File: config.mk
export PLATFORM = sky130hd
export DESIGN_NAME = alu_arbiter
export DESIGN_NICKNAME = d
export VERILOG_FILES = /design/src/rtl/alu_arbiter_pkg.sv /design/src/rtl/alu_arbiter_rr_pick2.sv /design/src/rtl/alu_arbiter.sv
export SDC_FILE = /design/constraint.sdc
export NUM_CORES = 1
export LEC_CHECK = 0
export CAP_MARGIN = 20
export CORE_MARGIN = 2
export CORE_UTILIZATION = 25
export DETAILED_ROUTE_END_ITERATION = 8
export REMOVE_ABC_BUFFERS = 1
export SLEW_MARGIN = 20
export SYNTH_ARGS = -nofsm -noshare
export SYNTH_HDL_FRONTEND = slang
export SYNTH_SLANG_ARGS = --single-unit
export TNS_END_PERCENT = 100
File: constraint.sdc
create_clock -name clk -period 1 [get_ports clk]
set_input_delay 0.25 -clock clk [delete_from_list [all_inputs] [get_ports clk]]
set_output_delay 0.25 -clock clk [all_outputs]
set_load 0.05 [all_outputs]
File: src/rtl/alu_arbiter_pkg.sv
// Shared types and constants for the ALU arbiter: FSM state encoding and ALU operator codes.
package alu_arbiter_pkg;

   typedef enum logic [1:0] {
      StIdle = 2'd0,
      StExec = 2'd1,
      StResp = 2'd2
   } arb_state_e;

   localparam logic OpAdd = 1'b0;
   localparam logic OpSub = 1'b1;

endpackage

File: src/rtl/alu_arbiter_rr_pick2.sv
// Combinational two-way round-robin picker: a lone requester always wins, a tie goes to pri.
module rr_pick2 (
   input  logic valid0,
   input  logic valid1,
   input  logic pri,
   output logic gnt_valid,
   output logic gnt_id
);

   always_comb begin
      gnt_valid = valid0 | valid1;
      gnt_id    = (valid0 & valid1) ? pri : valid1;
   end

endmodule

File: src/rtl/alu_arbiter.sv
// Round-robin sequencer for a shared combinational add/sub ALU with two valid/ready clients.
// Defining ALU_ARB_STATS_EN adds grant and overflow counters.
module alu_arbiter
   import alu_arbiter_pkg::*;
#(
   parameter int unsigned WIDTH = 4
) (
   input  logic             clk,
   input  logic             rst,
`ifdef ALU_ARB_STATS_EN
   output logic [7:0]       grant_cnt0,
   output logic [7:0]       grant_cnt1,
   output logic [7:0]       ovf_cnt,
`endif
   input  logic             req0_valid,
   output logic             req0_ready,
   input  logic [WIDTH-1:0] req0_a,
   input  logic [WIDTH-1:0] req0_b,
   input  logic             req0_op,
   input  logic             req1_valid,
   output logic             req1_ready,
   input  logic [WIDTH-1:0] req1_a,
   input  logic [WIDTH-1:0] req1_b,
   input  logic             req1_op,
   output logic             rsp0_valid,
   input  logic             rsp0_ready,
   output logic             rsp1_valid,
   input  logic             rsp1_ready,
   output logic [WIDTH-1:0] rsp_s,
   output logic             rsp_overflow,
   output logic [WIDTH-1:0] alu_a,
   output logic [WIDTH-1:0] alu_b,
   output logic             alu_op,
   input  logic [WIDTH-1:0] alu_s,
   input  logic             alu_overflow
);

   arb_state_e       state_q, state_d;
   logic             pri_q, pri_d;
   logic             owner_q, owner_d;
   logic [WIDTH-1:0] a_q, a_d, b_q, b_d, s_q, s_d;
   logic             op_q, op_d, ovf_q, ovf_d;
   logic             gnt_valid, gnt_id;
   logic             accept, capture, done;

   rr_pick2 u_pick (
      .valid0    (req0_valid),
      .valid1    (req1_valid),
      .pri       (pri_q),
      .gnt_valid (gnt_valid),
      .gnt_id    (gnt_id)
   );

   always_comb begin
      state_d = state_q;
      pri_d   = pri_q;
      owner_d = owner_q;
      a_d     = a_q;
      b_d     = b_q;
      op_d    = op_q;
      s_d     = s_q;
      ovf_d   = ovf_q;
      accept  = 1'b0;
      capture = 1'b0;
      done    = 1'b0;
      unique case (state_q)
         StIdle: begin
            if (gnt_valid) begin
               accept  = 1'b1;
               owner_d = gnt_id;
               a_d     = gnt_id ? req1_a  : req0_a;
               b_d     = gnt_id ? req1_b  : req0_b;
               op_d    = gnt_id ? req1_op : req0_op;
               state_d = StExec;
            end
         end
         StExec: begin
            capture = 1'b1;
            s_d     = alu_s;
            ovf_d   = alu_overflow;
            state_d = StResp;
         end
         StResp: begin
            done = owner_q ? rsp1_ready : rsp0_ready;
            if (done) begin
               pri_d   = ~owner_q;
               state_d = StIdle;
            end
         end
         default: state_d = StIdle;
      endcase
   end

   always_ff @(posedge clk) begin
      if (rst) begin
         state_q <= StIdle;
         pri_q   <= 1'b0;
         owner_q <= 1'b0;
         a_q     <= '0;
         b_q     <= '0;
         op_q    <= 1'b0;
         s_q     <= '0;
         ovf_q   <= 1'b0;
      end else begin
         state_q <= state_d;
         pri_q   <= pri_d;
         owner_q <= owner_d;
         a_q     <= a_d;
         b_q     <= b_d;
         op_q    <= op_d;
         s_q     <= s_d;
         ovf_q   <= ovf_d;
      end
   end

   // Ready is suppressed during reset so nothing is accepted in that cycle.
   always_comb begin
      req0_ready   = ~rst & accept & ~gnt_id;
      req1_ready   = ~rst & accept & gnt_id;
      rsp0_valid   = (state_q == StResp) & ~owner_q;
      rsp1_valid   = (state_q == StResp) & owner_q;
      rsp_s        = s_q;
      rsp_overflow = ovf_q;
      alu_a        = a_q;
      alu_b        = b_q;
      alu_op       = op_q;
   end

`ifdef ALU_ARB_STATS_EN
   logic [7:0] gcnt0_q, gcnt1_q, ocnt_q;

   always_ff @(posedge clk) begin
      if (rst) begin
         gcnt0_q <= '0;
         gcnt1_q <= '0;
         ocnt_q  <= '0;
      end else begin
         if (accept && !gnt_id)        gcnt0_q <= gcnt0_q + 8'd1;
         if (accept && gnt_id)         gcnt1_q <= gcnt1_q + 8'd1;
         if (capture && alu_overflow)  ocnt_q  <= ocnt_q + 8'd1;
      end
   end

   assign grant_cnt0 = gcnt0_q;
   assign grant_cnt1 = gcnt1_q;
   assign ovf_cnt    = ocnt_q;
`else
   // Statistics disabled: no counters are built.
`endif

endmodule

==> impl_metrics.py <==
metrics = {
    "outcome": {
        "status": "finished with violations",
        "violations": "setup timing",
    },
    "layout": {
        "nets": 195,
        "diodes": 0,
        "post-route-util_pct": 57.90,
        "drive_gt1_share_pct": 52.73,
        "area_growth_pct": 124.0,
    },
    "floorplan": {
        "die_w_um": 62.51,
        "die_area_sq_um": 3908,
        "die_h_um": 62.51,
        "initial_utilization_pct": 25.85,
        "core_sq_um": 3311,
        "std_cell_rows": 21,
        "io_pins": 47,
    },
    "clock_network": {
        "hold_buffers": 0,
        "clk_latency_ns": 0.29,
        "clkTransAtPathRegs_ns": 0.11,
        "cts_root_buffer": "clkbuf_4",
        "cts-htree-levels": 1,
        "cts_buffers": 3,
        "clk_path_buf_depth": 2,
        "numClockSinks": 18,
        "cts_tree": "yes",
    },
    "hold_path": {
        "hp-class": "input pin to flop",
    },
    "timing": {
        "layout_setup_ws_ns": -0.6489,
        "clock_skew_ns": 0.003033,
        "worst_pin_slew_ns": 0.2296,
        "rsz0062_at_grt": "yes",
        "period_minus_slack_ns": 1.649,
        "fmax_mhz": 606.4,
        "hold_ws_ns": 0.5160,
        "hold_viol_final": 0,
        "fin_crit_sh_pct": 164.9,
        "slew_viol_final": 0,
        "setup_viol": 35,
        "relSlewSlack_pct": 84.57,
    },
    "worst_setup_path": {
        "ff2ff_setup_slack_ns": -0.33,
        "r2r-start": "state_q[0]",
        "startpoint_type": "flop",
        "cp.arrival_ns": 1.40,
        "critical_path_required_ns": 0.75,
        "reg2reg_depth": 7,
        "cp_max_fo": 4,
        "endpoint": "req1_ready",
        "critPathKind": "flop to primary output",
        "crit_path_start": "state_q[1]",
        "r2r_end": "rsp_s[0]",
        "endpoint_kind": "primary output",
    },
    "synthesis": {
        "syn_area_sq_um": 855.8,
        "synth_area_leaders": "dfxtp_1, a311oi_1, a21oi_1",
        "ys_types": 26,
        "yosys.area.top_type": "dfxtp_1",
        "yosysSeqAreaShare_pct": 42.11,
        "ys_ff_latch": 18,
        "avgSynthCellArea_sq_um": 8.823,
        "ys_warn_count": 0,
        "syn_inst": 97,
        "netlist.area_leader.share_pct": 42.11,
    },
    "power_and_ir_drop": {
        "p_switching_uw": 832.6,
        "p_comb_share_pct": 45.7,
        "power_frac_clock_pct": 18.3,
        "seqPwrFrac_pct": 36.0,
        "p_sw_share_pct": 33.96,
        "p_per_area_nw_per_um2": 1279,
        "p_leak_nw": 0.7512,
        "p_int_mw": 1.619,
        "ir_drop_mv": 0.6920,
    },
    "placement": {
        "gp_congestion": 0.8483,
        "io_buffers": 46,
        "hpwl_um": 2196,
    },
    "global_route": {
        "grt_max_degree": 11,
        "grtUsageTotal_pct": 15.69,
        "grt_pass1_vias": 1124,
        "overflow": 0,
        "grt_pass1_wl_um": 4926,
        "antenna_found_initial": 0,
    },
    "detailed_routing": {
        "drt-initial-drc-count": 39,
        "drt-vias-per-instance": 4.886,
        "first_pass_iters": 4,
        "drc": 0,
        "routed_wl_um": 2999,
        "drt-wirelength-per-cell_um": 14.21,
        "vias": 1031,
        "antenna_left": 0,
    },
    "flow_run": {
        "drv_cap": 0,
    },
}
[routing by layer]
metal,routed length (um),share of wire [%],global-route usage [%],vias to the layer above
li1,-,-,-,497
met1,1220,41,17.18,498
met2,1576,53,29.44,30
met3,140,4.7,3.423,6
met4,62,2.1,5.556,0
met5,0,0,0,-
[worst min-delay path by stage]
| stage | startpoint | end | slack [ns] | cells after the start |
|---|---|---|---|---|
| 3_5_place_dp | alu_b[1] | alu_b[1] | 0.55 | 2 |
| 3_3_place_gp | alu_op | alu_op | 0.54 | 2 |
| 5_1_grt | req0_valid | alu_b[1] | 0.54 | 5 |
| 6_report | req0_valid | alu_b[0] | 0.52 | 5 |
| 4_1_cts | req0_op | alu_op | 0.53 | 3 |
| 2_1_floorplan | rst | owner_q | 0.32 | 1 |
[cells in the final DEF, fill, tap and decap left out, types with 2 or more instances in the layout]
master           instances
inv_1                    2
buf_12                  19
dfxtp_2                 14
clkbuf_4                 3
o21ai_0                  8
a21oi_2                  3
clkdlybuf4s50_1         26
dfxtp_4                  3
a21oi_1                  9
nor2b_4                  3
nand2_2                  2
a311oi_1                 6
buf_4                   17
buf_6                    8
nor2_1                   6
a311oi_2                 3
mux2i_1                  6
nand3_1                 10
[worst max-delay path: stages (launching register included)]
cell and delay (ns):
dfxtp_4 0.38, nor2_4 0.12, nand2_2 0.08, nor4_2 0.24
buf_4 0.17, buf_12 0.12
[Yosys cell counts]
library cell	count
nor4_1	1
or2_1	1
a2111oi_2	1
and3_1	1
nor2_2	1
a21oi_1	12
o31ai_1	1
buf_2	2
nand2b_1	2
nand3_1	10
nor3_2	1
o21ai_1	1
mux2i_1	6
nand2_1	1
buf_4	4
nor2b_1	2
clkbuf_1	2
o21ai_0	8
a311oi_1	9
dfxtp_1	18
nor2_1	7
nand2_2	1
nor2b_4	1
a211oi_1	1
and2_1	1
inv_1	2
[state kept, by name (all words and copies together) (netlist names)]
signal / flops
alu_a: 4
pri_q: 1
alu_b: 4
state_q: 2
rsp_s: 4
alu_op: 1
owner_q: 1
rsp_overflow: 1
[cell type report]
| cell class | count | area [sq um] |
|---|---|---|
| multi-input cells | 69 | 554.3 |
| well taps | 46 | 57.56 |
| fillers | 304 | 1394 |
| clock buffers | 4 | 36.28 |
| flip-flops and latches | 18 | 389.1 |
| repair buffers | 72 | 872.1 |
| inverters | 2 | 7.507 |
[power groups by stage]
stage	sequential, mW	clock (mW)	combinational (mW)
2_1_floorplan	1.05	0	0.223
3_3_place_gp	0.878	0	0.955
3_5_place_dp	0.882	0	0.971
4_1_cts	0.887	0.462	1.02
5_1_grt	0.890	0.489	1.18
6_report	0.882	0.449	1.12
[logic make-up (layout without fill, tap and decap cells)]
logic type,count (synthesis),in the layout,share of synthesized area (%)
flip-flops,18,18,42.11
AO/OA/AOI/OAI,33,33,25.00
buffers and inverters,10,78,6.434
AND/OR/NAND/NOR,30,30,19.45
multiplexers,6,6,7.018
[per-stage QoR]
stage	worst slack [ns]	power, mW	instance area (sq um)	setup TNS (ns)	instances
after global placement	-0.7704	1.833	1649	-10.26	200
final	-0.6489	2.451	1917	-6.813	211
after global routing	-0.6767	2.558	1917	-8.354	211
after floorplan	-1.500	1.276	808.3	-4.179	89
after CTS	-0.6351	2.364	1784	-8.490	206
after detailed placement	-0.8347	1.853	1649	-11.13	200
[repair_timing]
action,4_1_cts,5_1_grt
pin swaps,3,7
buffers inserted,2,5
setup endpoints to repair,35,35
gates resized for setup,31,23
Power figures use the tool's default switching activity.
